**config.mk**
```make
export PLATFORM = sky130hd
export DESIGN_NAME = unified_mem_arbiter
export DESIGN_NICKNAME = d
export VERILOG_FILES = /design/src/rtl/unified_mem_arbiter.sv
export SDC_FILE = /design/constraint.sdc
export NUM_CORES = 1
export LEC_CHECK = 0
export BUFFER_PORTS_ARGS = -buffer_cell sky130_fd_sc_hd__buf_2
export CAP_MARGIN = 25
export CORE_MARGIN = 5
export CORE_UTILIZATION = 43
export DETAILED_ROUTE_END_ITERATION = 7
export PLACE_DENSITY = 0.77
export SLEW_MARGIN = 20
export SYNTH_ARGS = -nofsm -noshare
export SYNTH_HDL_FRONTEND = slang
export SYNTH_SLANG_ARGS = --single-unit
```
**constraint.sdc**
```tcl
create_clock -name clk_i -period 1.5 [get_ports clk_i]
set_input_delay 0 -clock clk_i [delete_from_list [all_inputs] [get_ports clk_i]]
set_output_delay 0 -clock clk_i [all_outputs]
set_load 0.02 [all_outputs]
```
**src/rtl/unified_mem_arbiter.sv**
```systemverilog
// Shares one single-port memory between the CPU fetch (IF) and data (DM) ports as a request/ack
// master, returning a one-cycle ack with registered data and stalling the CPU while access is pending.
module unified_mem_arbiter #(
   parameter int ADDR_W     = 32,
   parameter int DATA_W     = 32,
   parameter int TIMEOUT    = 16,
   parameter int STARVE_MAX = 4
) (
   input  logic              clk_i,
   input  logic              rst_i,
   input  logic              if_req_i,
   input  logic [ADDR_W-1:0] if_addr_i,
   output logic              if_ack_o,
   output logic [DATA_W-1:0] if_rdata_o,
   input  logic              dm_rd_i,
   input  logic              dm_wr_i,
   input  logic [ADDR_W-1:0] dm_addr_i,
   input  logic [DATA_W-1:0] dm_wdata_i,
   output logic              dm_ack_o,
   output logic [DATA_W-1:0] dm_rdata_o,
   output logic              mem_req_o,
   output logic              mem_we_o,
   output logic [ADDR_W-1:0] mem_addr_o,
   output logic [DATA_W-1:0] mem_wdata_o,
   input  logic              mem_ack_i,
   input  logic [DATA_W-1:0] mem_rdata_i,
   output logic              stall_o,
   output logic              err_o
);

   localparam int TW = $clog2(TIMEOUT);
   localparam int SW = $clog2(STARVE_MAX + 1);
   localparam logic [TW-1:0] TMO_LAST   = TW'(TIMEOUT - 1);
   localparam logic [SW-1:0] STARVE_LIM = SW'(STARVE_MAX);

   typedef enum logic [1:0] {S_IDLE, S_BUSY_IF, S_BUSY_DM, S_RESP} state_e;

   state_e            state_q;
   logic              mem_req_q, mem_we_q;
   logic [ADDR_W-1:0] mem_addr_q;
   logic [DATA_W-1:0] mem_wdata_q;
   logic              if_ack_q, dm_ack_q, err_q;
   logic [DATA_W-1:0] if_rdata_q, dm_rdata_q;
   logic [TW-1:0]     tmo_cnt_q;
   logic [SW-1:0]     starve_cnt_q, starve_d;
   logic              grant_if_d, grant_dm_d;
   logic              dm_pend;
   logic              finish;
   logic [DATA_W-1:0] resp_data;

   assign dm_pend = dm_rd_i | dm_wr_i;

   // An access finishes on the memory ack or on its last allowed cycle; an ack in that cycle still wins.
   assign finish    = mem_ack_i | (tmo_cnt_q == TMO_LAST);
   assign resp_data = mem_ack_i ? mem_rdata_i : '0;

   always_comb begin
      // NOTE: every combinational output is assigned a default first so no latch is inferred.
      grant_if_d = 1'b0;
      grant_dm_d = 1'b0;
      starve_d   = starve_cnt_q;
      if (dm_pend && (starve_cnt_q < STARVE_LIM)) begin
         grant_dm_d = 1'b1;
      end else if (if_req_i) begin
         grant_if_d = 1'b1;
      end else if (dm_pend) begin
         grant_dm_d = 1'b1;
      end
      if (!if_req_i || grant_if_d) begin
         starve_d = '0;
      end else if (grant_dm_d && (starve_cnt_q != STARVE_LIM)) begin
         starve_d = starve_cnt_q + SW'(1);
      end
   end

   // NOTE: sequential state uses non-blocking assignments so every register samples pre-edge values.
   always_ff @(posedge clk_i) begin
      if (rst_i) begin
         // NOTE: the data registers are cleared as well, so every registered output reads 0 after reset.
         state_q      <= S_IDLE;
         mem_req_q    <= 1'b0;
         mem_we_q     <= 1'b0;
         mem_addr_q   <= '0;
         mem_wdata_q  <= '0;
         if_ack_q     <= 1'b0;
         dm_ack_q     <= 1'b0;
         err_q        <= 1'b0;
         if_rdata_q   <= '0;
         dm_rdata_q   <= '0;
         tmo_cnt_q    <= '0;
         starve_cnt_q <= '0;
      end else begin
         if_ack_q <= 1'b0;
         dm_ack_q <= 1'b0;
         err_q    <= 1'b0;
         case (state_q)
            S_IDLE: begin
               starve_cnt_q <= starve_d;
               tmo_cnt_q    <= '0;
               if (grant_dm_d) begin
                  state_q     <= S_BUSY_DM;
                  mem_req_q   <= 1'b1;
                  mem_we_q    <= dm_wr_i;
                  mem_addr_q  <= dm_addr_i;
                  mem_wdata_q <= dm_wdata_i;
               end else if (grant_if_d) begin
                  state_q    <= S_BUSY_IF;
                  mem_req_q  <= 1'b1;
                  mem_we_q   <= 1'b0;
                  mem_addr_q <= if_addr_i;
               end
            end
            S_BUSY_IF, S_BUSY_DM: begin
               if (finish) begin
                  state_q   <= S_RESP;
                  mem_req_q <= 1'b0;
                  err_q     <= ~mem_ack_i;
                  if (state_q == S_BUSY_IF) begin
                     if_ack_q   <= 1'b1;
                     if_rdata_q <= resp_data;
                  end else begin
                     dm_ack_q <= 1'b1;
                     if (!mem_we_q) dm_rdata_q <= resp_data;
                  end
               end else begin
                  tmo_cnt_q <= tmo_cnt_q + TW'(1);
               end
            end
            S_RESP:  state_q <= S_IDLE;
            default: state_q <= S_IDLE;
         endcase
      end
   end

   assign if_ack_o    = if_ack_q;
   assign if_rdata_o  = if_rdata_q;
   assign dm_ack_o    = dm_ack_q;
   assign dm_rdata_o  = dm_rdata_q;
   assign mem_req_o   = mem_req_q;
   assign mem_we_o    = mem_we_q;
   assign mem_addr_o  = mem_addr_q;
   assign mem_wdata_o = mem_wdata_q;
   assign err_o       = err_q;
   assign stall_o     = (if_req_i & ~if_ack_q) | (dm_pend & ~dm_ack_q);

endmodule
```
==> results.md <==
- Cell area after synthesis: 0.00606 mm^2
- Switch share: a little under two fifths
- Initial antenna violation count: 1
- Critical path's largest stage delay: 330 ps
- Area grow syn2layout: 62.7%
- # H-tree levels: 4
- Cells after Synth: about 660
- Max Freq: about 660 MHz
- CP startpoint kind: flip-flop
- Setup CP Type: flip-flop to flip-flop
- Number of buffers added on ports: 267
- Worst skew pair latency: 410 ps
- Hold depth: 3
- Rows: 43
- Kind of end point of the critical path: flip-flop
- Reg2Reg Depth: 6
- Sequential fraction of the synthesis area: between 40 and 50%
- Synthesized area per cell: 9.16 um^2
- Die width: 129 um
- Crit path required time: 1810 ps
- Crit share post-route: 101%
- CTS tree: yes
- Slowest-stage cell, CP: dfxtp_2
- Number of buffers created by CTS: 17
- Die height: about 130 um
- Leakage: about 4.3 nW
- Distinct cells, synth: 47
- Initial core utilization: 43.8%
- 1st-iter DRT viols: 478
- Core box area: between 0.01 and 0.015 mm^2
- Vias per cell: between 5 and 6
- Worst endpoint data arrival time: 1830 ps
- Worst VDD drop: between 0.9 and 1 mV
- Layout cells sized above 1: 38.5%
- Slew margin rel.: 66.3%
- Final RePlAce weighted congestion: 0.800
- Final Slew Violations: 0
- Via count: 6672
- I/O Pins: 268
- Global Route Usage Sum: 24.8%
- YS warnings: 0
- Clock Skew: between 6 and 7 ps
- Internal: 9.81 mW
- # DRC: 0
- Failing checks: setup timing
- Hold Fails Final Rpt: 0
- Reg clk slew, reported paths: 60 ps
- Wirelength per Cell: around 18 um
- Nets: 1190
- Worst min path class: input pin to flip-flop
- Pwr dens: 1580 mW/mm^2
- Clock root cell: clkbuf_16
- Vias in the first global route: 6587
- Share of power burned in registers: 32.1%
- Final instance area: 0.00986 mm^2
- Actual slew at the worst max-slew pin: 506 ps
- CP delay by family, top: simple AND/OR/NAND/NOR gates
- Critical Path Stages: 6
- Final setup margin: -21.0 ps
- Synthesized flop and latch total: around 140
- Pre-antenna DRT Iters: 5
- CTS Sinks: 142
- Gr ovfl total: 0
- DIE AREA: between 0.015 and 0.02 mm^2
- Max Cap Violations: 0
- CP Buf/Inv Count: 2
- Psw: between 5 and 6 mW
- Post-route ant nets: 0
- Fill cells: 920
- Final HPWL DP: between 10000 and 15000 um
- Final wirelength: 21900 um
- RSZ-0062 raised after global routing: true
- CP cell instances: inv_2 > ha_4 > nor3b_4 > and2_4 > clkbuf_16 > o32ai_1
- Largest net degree at the start of global routing: 86
- Clock buffer depth: 2
- Status: finished, violations left
- Clock Power Share: 27.6%
- Worst Path Max Fanout: 16
- Syn_nets: 801
- Final setup viols: 2
- Logic pwr share: 40.4%
- First-pass GRT wire length: 33100 um
- Dpl cell area: 0.00770 mm^2
- Tmin final: 1520 ps
- Tot Pwr: between 15 and 20 mW
[routing by layer]
layer,global-route usage [%],vias to the layer above,part of all wire (%)
met1,28.6,3084,37
met5,0,-,0
met3,7.22,84,8.7
met4,13.3,0,4.2
met2,41.3,378,50
li1,-,3126,-
[Yosys cell counts (all sizes together)]
cell | instances | area [um^2]
ha | 5 | 62.6
nor3 | 1 | 5.00
and4b | 2 | 20.0
o32ai | 64 | 895
o2111ai | 2 | 17.5
o2bb2ai | 1 | 15.0
nor2 | 5 | 18.8
nor2b | 2 | 12.5
a32oi | 4 | 35.0
clkbuf | 31 | 118
o31a | 1 | 8.76
nor3b | 2 | 15.0
dfxtp | 142 | 2840
a31o | 1 | 8.76
a31oi | 1 | 6.26
a221o | 1 | 10.0
a21oi | 98 | 490
nand2 | 71 | 267
a211o | 1 | 8.76
o21ai | 66 | 334
and3 | 3 | 21.3
nor4 | 1 | 6.26
mux2i | 2 | 20.0
a22oi | 1 | 7.51
o221ai | 1 | 8.76
o22ai | 1 | 6.26
nand3 | 37 | 185
o211ai | 1 | 7.51
a2bb2oi | 1 | 15.0
o31ai | 2 | 28.8
buf | 32 | 246
and2 | 3 | 18.8
o21a | 1 | 7.51
inv | 72 | 270
nand2b | 2 | 12.5
o41ai | 1 | 8.76
[power by group through the flow]
stage,registers (mW),logic [mW],clock network [mW]
2_1_floorplan,5.88,2.64,0
3_3_place_gp,4.99,5.38,0
3_5_place_dp,5.00,5.47,0
4_1_cts,4.95,5.84,4.36
5_1_grt,5.06,6.75,4.54
6_report,4.98,6.27,4.28
[tightest hold or removal path: stages]
cell     delay [ps]
buf_2           150
nand3_2         140
o32ai_2          80
[stage by stage]
step	hold slack, ps	utilization [%]	worst slack, ps	instances	setup TNS (ps)
final	18.2	71.3	-21.0	1245	-41.5
after CTS	6.35	69.7	8.39	1239	0
after floorplan	134	-	0.0978	662	0
after global placement	241	55.7	-102	1079	-3910
after global routing	24.4	71.3	-133	1245	-1210
after detailed placement	245	55.7	-162	1079	-6660
[cells by family after synthesis]
logic type | synth area share, %
AOI/OAI and AO/OA | 31.7
DFF | 46.9
buffers and inverters | 10.5
and+or+nand+nor | 9.60
adders and majority gates | 1.03
muxes | 0.330
[final cells by class]
type	count	area, um^2	area share (%)
Antenna cell	1	2.50	0.0254
Clock buffer	21	480	4.87
Clock inverter	11	130	1.32
Inverter	72	270	2.74
Multi-Input combinational cell	385	2760	28.0
Sequential cell	142	2850	28.9
Tap cell	180	225	2.28
Timing Repair Buffer	433	3140	31.8
[final timing paths]
kind | from | endpoint | slack, ps
max | state_q[0] | dm_rdata_o[30] | -20
min | mem_ack_i | if_rdata_o[16] | 20
max reg2reg | state_q[0] | dm_rdata_o[30] | -20
min reg2reg | mem_wdata_o[21] | mem_wdata_o[21] | 470
[sequential cells by signal (all words and copies together), names as in the netlist, 2 cells and up]
signal	flops
starve_cnt_q	3
dm_rdata_o	32
state_q	2
tmo_cnt_q	4
mem_addr_o	32
mem_wdata_o	32
if_rdata_o	32
[layout by cell type (no fill, tap or decap), drive strengths merged, types with 2 or more instances in the layout]
master and instances:
bufinv 2, mux2i 2, dlygate4sd3 128, clkinv 3
and2 3, ha 5, a21oi 98, nand3 37
nor2b 2, inv 74, buf 302, a32oi 4
nand2b 2, nor3b 2, and4b 2, nand2 71
o32ai 64, dfxtp 142, o21ai 66, o2111ai 2
clkbuf 24, and3 3, nor2 5, clkinvlp 4
o31ai 2
[what timing repair did]
item	in CTS	in global routing
setup endpoints to repair	68	57
buffers inserted	0	1
gates cloned	0	4
endpoints found under the hold margin	128	0
pin swaps	0	2
resized for setup	9	20
hold buffers	128	0
Power figures use the tool's default switching activity.
